<file path="config.mk">
export PLATFORM = sky130hd
export DESIGN_NAME = jimmy_boot_ctrl
export DESIGN_NICKNAME = d
export VERILOG_FILES = /design/src/rtl/jimmy_pkg.sv /design/src/rtl/jimmy_inst_ram.sv /design/src/rtl/jimmy_boot_ctrl.sv
export SDC_FILE = /design/constraint.sdc
export NUM_CORES = 2
export LEC_CHECK = 0
export BUFFER_PORTS_ARGS = -buffer_cell sky130_fd_sc_hd__buf_2
export CAP_MARGIN = 10
export CORE_UTILIZATION = 44
export DETAILED_ROUTE_END_ITERATION = 10
export GPL_TIMING_DRIVEN = 0
export SYNTH_ARGS = -nofsm -noshare
export SYNTH_HDL_FRONTEND = slang
export SYNTH_SLANG_ARGS = --single-unit
</file>
<file path="constraint.sdc">
create_clock -name clk -period 10.05 [get_ports clk]
set_input_delay 0.5025 -clock clk [delete_from_list [all_inputs] [get_ports clk]]
set_output_delay 0.5025 -clock clk [all_outputs]
set_load 0.03 [all_outputs]
</file>
<file path="src/rtl/jimmy_pkg.sv">
// jimmy boot controller shared types and constants.
// Imported by the instruction RAM and the boot FSM.
package jimmy_pkg;

    localparam int ADDR_W = 8;
    localparam int DATA_W = 8;

    localparam logic [DATA_W-1:0] NOP_BYTE = 8'h70;

    typedef enum logic [2:0] {
        IDLE,
        CLEAR,
        LEN,
        DATA,
        CSUM,
        RUN,
        ERROR
    } boot_state_t;

endpackage

</file>
<file path="src/rtl/jimmy_inst_ram.sv">
// 256x8 instruction memory: synchronous write, asynchronous read.
// Contents survive reset; only explicit writes change them.
module jimmy_inst_ram
    import jimmy_pkg::*;
(
    input  logic              clk,
    input  logic              we,
    input  logic [ADDR_W-1:0] waddr,
    input  logic [DATA_W-1:0] wdata,
    input  logic [ADDR_W-1:0] raddr,
    output logic [DATA_W-1:0] rdata
);

    logic [DATA_W-1:0] mem [2**ADDR_W];

    always_ff @(posedge clk) begin
        if (we) begin
            mem[waddr] <= wdata;
        end
    end

    assign rdata = mem[raddr];

endmodule

</file>
<file path="src/rtl/jimmy_boot_ctrl.sv">
// Boot/program-load controller: clears and loads instruction memory,
// verifies the checksum and releases the CPU from reset on success.
module jimmy_boot_ctrl
    import jimmy_pkg::*;
(
    input  logic              clk,
    input  logic              reset,
    input  logic              load_start,
    input  logic [DATA_W-1:0] in_data,
    input  logic              in_valid,
    output logic              in_ready,
    output logic              cpu_reset,
    input  logic [ADDR_W-1:0] inst_address_bus,
    output logic [DATA_W-1:0] inst_data_bus,
    output logic              busy,
    output logic              done,
    output logic              err
);

    boot_state_t       state, state_n;
    logic [ADDR_W-1:0] cnt, cnt_n;
    logic [ADDR_W:0]   len, len_n;
    logic [DATA_W-1:0] sum, sum_n;
    logic              accept;
    logic              last_data;
    logic              mem_we;
    logic [DATA_W-1:0] mem_wdata;

    assign in_ready = (state == LEN || state == DATA || state == CSUM)
                      && !load_start;
    assign accept    = in_valid & in_ready;
    assign last_data = ({1'b0, cnt} == (len - 9'd1));

    assign mem_we    = (state == CLEAR && !load_start)
                     || (state == DATA && accept);
    assign mem_wdata = (state == CLEAR) ? NOP_BYTE : in_data;

    always_comb begin
        state_n = state;
        cnt_n   = cnt;
        len_n   = len;
        sum_n   = sum;
        if (load_start) begin
            state_n = CLEAR;
            cnt_n   = '0;
        end else begin
            unique case (state)
                CLEAR: begin
                    cnt_n = cnt + 8'd1;
                    if (cnt == 8'hFF) begin
                        state_n = LEN;
                    end
                end
                LEN: begin
                    if (accept) begin
                        // a zero length byte encodes a full 256-byte image
                        len_n   = (in_data == 8'd0) ? 9'd256
                                                    : {1'b0, in_data};
                        cnt_n   = '0;
                        sum_n   = '0;
                        state_n = DATA;
                    end
                end
                DATA: begin
                    if (accept) begin
                        sum_n = sum + in_data;
                        cnt_n = cnt + 8'd1;
                        if (last_data) begin
                            state_n = CSUM;
                        end
                    end
                end
                CSUM: begin
                    if (accept) begin
                        state_n = (8'(sum + in_data) == 8'd0) ? RUN : ERROR;
                    end
                end
                default: begin
                    state_n = state;
                end
            endcase
        end
    end

    always_ff @(posedge clk or negedge reset) begin
        if (!reset) begin
            state     <= IDLE;
            cnt       <= '0;
            len       <= '0;
            sum       <= '0;
            cpu_reset <= 1'b0;
            busy      <= 1'b0;
            done      <= 1'b0;
            err       <= 1'b0;
        end else begin
            state     <= state_n;
            cnt       <= cnt_n;
            len       <= len_n;
            sum       <= sum_n;
            cpu_reset <= (state_n == RUN);
            done      <= (state_n == RUN);
            err       <= (state_n == ERROR);
            busy      <= state_n inside {CLEAR, LEN, DATA, CSUM};
        end
    end

    jimmy_inst_ram u_ram (
        .clk   (clk),
        .we    (mem_we),
        .waddr (cnt),
        .wdata (mem_wdata),
        .raddr (inst_address_bus),
        .rdata (inst_data_bus)
    );

endmodule

</file>
* Word-level counts from Yosys, hierarchy flattened
Memories as Yosys holds them, arrays and structs flattened.
Cells that the tools add are included.
** Word-level totals
- Memory bits (read-only) :: 0
- Memories :: 1
- Memory bits (writable) :: 2048
- Latch bits :: 0
- Output and inout bits :: 13
- Bits in registers :: 31
- Input bits :: 20
** Memories
- u_ram.mem :: words 256, width 8, read ports 1, clocked after memory_dff 0, wr ports 1, RTL line jimmy_inst_ram.sv:14 : logic [DATA_W-1:0] mem [2**ADDR_W];
** Operators by class
- Equality and inequality tests :: 16
- Mux-type cells :: 18
- Multiply operators :: 0
- Add/subtract/negate cells :: 3
- Bitwise logic cells :: 2
- $lt $le $gt $ge :: 0
- Div/mod/pow operators :: 0
- Reduce and logical (&&, ||, !) cells :: 15
- Shift operators :: 0
** Operator list (count)
- 8-bit two-way mux :: 5
- 8-bit one-hot mux with 3 select lines :: 1
- 3-bit two-way mux :: 6
- 8-bit zero test :: 2
- 8-bit one-hot mux with 2 select lines :: 1
- 3-bit by 2-bit equality test with 1-bit output, second input constant :: 4
- 3-bit equality test, second input constant :: 4
- 3-bit one-hot mux with 4 select lines :: 1
- 8-bit by 9-bit equality test with 1-bit output :: 1
- 9-bit two-way mux :: 1
- 9-bit by 1-bit subtractor with 9-bit output, second input constant :: 1
- 8-bit by 1-bit adder with 8-bit output, second input constant :: 1
- 8-bit adder :: 1
- 8-bit equality test, second input constant :: 1
- 4-bit nonzero test :: 2
- 3-bit by 1-bit equality test with 1-bit output, second input constant :: 2
- 3-bit inequality test, second input constant :: 2
- 3-bit AND reduction :: 2
- 2-bit inequality test, second input constant :: 2
- 4-bit AND reduction :: 1
- 1-bit logical AND :: 3
- 1-bit logical OR :: 3
- 1-bit two-way mux :: 2
- 2-bit two-way mux :: 1
- other kinds (4) :: 4

* Depth between registers and ports, before layout
- Depth in word-level cells :: 10
- Depth in mapped cells :: 10
- Mapped depth without buffers :: 8

* By module
From an unflattened synthesis, not the netlist that was laid out.
** Unflattened totals
- Cells, all modules :: 3960
- Area total of the unflattened synthesis :: 81464.4 µm²
** By module, submodules not included
- jimmy_inst_ram :: seq. area each 61499.0 µm², area each 79396.1 µm², instances 1, cells an instance 3725
- jimmy_boot_ctrl :: seq. area each 775.7 µm², area each 2068.2 µm², instances 1, cells an instance 235

* Worst setup path after synthesis
OpenSTA, ideal clock, no wires.
- Path type :: register -> register
- From :: register state[2]
- To :: memory u_ram.mem[0][0], data pin
- Setup time :: 1.449 ns
- Data arrival time :: 7.086 ns
- Path slack :: 1.515 ns
- Clock period less this slack :: 8.535 ns
- Data required time :: 8.601 ns
- Stages on the path, launching flop included :: 5
- Cells stage by stage :: dfrtp_1 > clkbuf_1 > nand2b_1 > nor2_1 > nor2b_1
** Between the ends
- Longest elaborated chain between the ends :: 2
** RTL lines
- from (decl) :: RTL line jimmy_boot_ctrl.sv:20 : boot_state_t state, state_n;
- from (signal assigned) :: RTL line jimmy_boot_ctrl.sv:96 : state <= state_n;
- 3-bit by 1-bit equality test with 1-bit output :: RTL line jimmy_boot_ctrl.sv:36 : assign mem_wdata = (state == CLEAR) ? NOP_BYTE : in_data;
- 8-bit two-way mux :: RTL line jimmy_boot_ctrl.sv:36
- net mem_wdata[0] :: RTL line jimmy_boot_ctrl.sv:27 : logic [DATA_W-1:0] mem_wdata;
- to (decl) :: RTL line jimmy_inst_ram.sv:14
The timed path passes the listed nets, and every way through them passes these cells.

* Worst setup path in the final report
- From :: input inst_address_bus[3]
- To :: output inst_data_bus[2]
** Between the ends
- Longest elaborated chain between the ends :: 1
** RTL lines
- from (decl) :: RTL line jimmy_boot_ctrl.sv:13 : input logic [ADDR_W-1:0] inst_address_bus,
- memory 256 x 8 bit
- to (decl) :: RTL line jimmy_boot_ctrl.sv:14 : output logic [DATA_W-1:0] inst_data_bus,
Every way passes these cells.

==> out/qor.yml <==
seq_area_um2: 62300
grt_pass1_vias: 40542
drt-initial-drc-count: 5421
power_leakage_nw: 29.4
fin_area_um2: 92800
multiInputGateArea_um2: 18400
die_area_um2: 187000
synth_area_um2: 81700
slew_headroom: 0.0906
r2r_start: "state[2]"
synth_cells: 3918
worstPathRequired_ps: 9550
placed_area_um2: 86100
clock_skew_ps: 25.9
groute.usage.overall: 0.239
p_switching_mw: 3.77
ios: 33
synth_most_common_cell: "edfxtp_1"
critPathLaunchType: "input pin"
drc: 0
synthFlopType: "edfxtp_1"
cts_tree: "yes"
cts.sinks: 2079
path_class: "in -> out"
cts_setup_buffers: 0
cpMaxStageDelayCell: "nor4_1"
crit_fanout: 10
drtPass1Iterations: 5
cpMostUsedCell: "buf_2"
cts_resized: 0
clockPowerShare: 0.427
p_int_mw: 13.9
syn_avg_cell_area_um2: 20.9
drv_cap: 0
critical_path.top_delay_family: "buffers and inverters"
end_kind: "output pin"
holdCritPathClass: "in -> reg"
via_count: 41271
period_share: 0.602
die-width_um: 433
synth-warning-count: 0
synthesis.nets: 3951
synth_top_area_share: 0.753
core.rowCount: 157
max-vdd-ir-drop_v: 0.000161
grt_pass1_wl_um: 311000
cts-root-buf: "clkbuf_16"
finalMaxSlewViolations: 0
synth_edf_count: 2048
clkLatencyLatePin_ps: 860
antenna_found_initial: 12
fillers: 14718
core-area_um2: 184000
die_h_um: 433
sw_frac_of_total: 0.213
setup_viol: 0
ant_nets: 0
dp_hpwl_um: 152000
clk_path_buf_depth: 3
initial_core_util: 0.444
status: "completed"
cp.buffers_inverters: 5
utilization: 0.505
nets: 4248
hold_start: "in_data[7]"
crit_chain: "buf_2 > buf_2 > buf_1 > clkbuf_1 > mux2i_1 > a22oi_1 > nand3_1 > nor4_1 > buf_2"
synth_common_cells: "2048 x edfxtp_1, 512 x mux4_2, 308 x nor2_1"
wl_per_cell_um: 32.5
gp_congestion: 0.932
max_stage_delay_ps: 1190
yosys.area.top_type: "edfxtp_1"
worst_slew_pin_slew_ps: 1350
synthArstFlopShare: 0.0149
vias_per_cell: 6.01
cp.arrival_ps: 5540
ys_seq_elements: 2079
powerDensity_nw_per_um2: 190
syn_to_final_growth_pct: 13.5
grt_max_degree: 84
grt.overflow.total: 0
fmax_mhz: 165
p_seq_frac: 0.531
period_minus_slack_ps: 6050
ys_types: 65
r2r_slack_ps: 5040
synth.area.top_cells: "edfxtp_1 75%, mux4_2 14%, mux2i_1 2.9%"
cts_buffers: 208
htree_levels: 4
clk_pin_slew_ps: 60
crit_start: "inst_address_bus[3]"
io_buffers: 28
drive_gt1_frac: 0.232
wl_um: 223000
p_comb_frac: 0.041
rsz0062_at_grt: "no"
synth_seq_area_share: 0.762
hold_viol_final: 0
sequential cells by signal, summed over array words and instances (netlist names):
name,flops
busy,1
cnt,8
done,1
err,1
len,9
state,3
sum,8
u_ram.mem,2048
cell families after synthesis:
group,after synthesis,share of synthesized area
xor+xnor,19,0.00220
mux,760,0.172
fa+ha+maj,13,0.00208
compound gates,85,0.00764
flops,2079,0.762
buf+inv,203,0.0131
simple gates,759,0.0413
cells in the final DEF, fill, tap and decap left out, types with 6 or more instances in the layout:
cell / n
dlygate4sd3_1: 7
clkinv_1: 52
clkbuf_2: 8
buf_4: 55
nor2b_1: 29
nand2_1: 253
a211oi_1: 22
dfrtp_1: 31
buf_2: 79
a21oi_1: 9
clkinv_2: 31
bufinv_16: 13
diode_2: 9
xor2_1: 11
buf_12: 26
xnor2_1: 7
edfxtp_1: 2048
buf_8: 11
or3_1: 6
nand3_1: 25
nand2b_1: 6
mux4_2: 512
o21ai_0: 13
clkbuf_16: 212
mux2_2: 9
nand4_1: 59
clkbuf_1: 120
or4_1: 9
nor2_1: 308
nor4_1: 12
nor3_1: 10
a22oi_1: 8
ha_1: 12
buf_16: 15
mux2i_1: 239
buf_1: 23
path summary, 6_finish.rpt:
kind                                      to  cells past startpoint
max in group asynchronous             len[2]                      2
setup reg to reg           u_ram.mem[187][6]                      7
setup / recovery            inst_data_bus[2]                      9
min in group asynchronous             sum[5]                      2
hold reg to reg                       sum[2]                      2
hold / removal                        len[7]                      2
power groups by stage:
stage / clock network, mW / logic (mW) / registers [mW]
floorplan: 0 / 0.446 / 9.57
global placement: 0 / 0.720 / 9.57
detailed placement: 0 / 0.729 / 9.57
CTS: 7.64 / 0.732 / 9.39
global route: 7.94 / 0.756 / 9.38
finish: 7.55 / 0.732 / 9.39
worst register-to-register path, stage by stage, from the launching register on:
cell and delay [ps]:
dfrtp_1 370, clkbuf_1 210, nand2b_1 240, nor3_1 820
buf_2 360, nand3_1 770, clkbuf_2 750, nor2_1 1080
metal layers:
layer / part of all wire / up-vias / global-route usage
met1: 0.42 / 22168 / 0.353
li1: - / 16739 / -
met4: 0.032 / 8 / 0.0724
met3: 0.085 / 349 / 0.0401
met5: 0.00026 / - / 0
met2: 0.46 / 2007 / 0.366
per-stage QoR:
| step | cells | setup WS [ps] | TNS (ps) | hold WS, ps | total power [mW] |
|---|---|---|---|---|---|
| 4_1_cts | 6857 | 3980 | 0 | 8.15 | 17.8 |
| 2_1_floorplan | 3918 | 1520 | 0 | 207 | 10.0 |
| 3_5_place_dp | 6462 | 3990 | 0 | 483 | 10.3 |
| 5_1_grt | 6858 | 4140 | 0 | 47.8 | 18.1 |
| 6_report | 6866 | 4000 | 0 | 53.7 | 17.7 |
| 3_3_place_gp | 6410 | -6830 | -7839230 | 479 | 10.3 |
what timing repair did:
action                                  in CTS  in global routing
endpoints found under the setup margin       0                  0
endpoints found under the hold margin       37                  0
hold buffers                                 7                  0
area by class of cell:
type,instances,share of cell area
inverter,5,0.000202
clock inverter,112,0.0111
buffer,198,0.0114
clock buffer,276,0.0598
tap,2464,0.0332
sequential,2079,0.671
antenna,9,0.000243
timing repair buffer,87,0.0141
multi-input combinational,1636,0.199
Note: power is estimated with default switching activity, not from simulation.
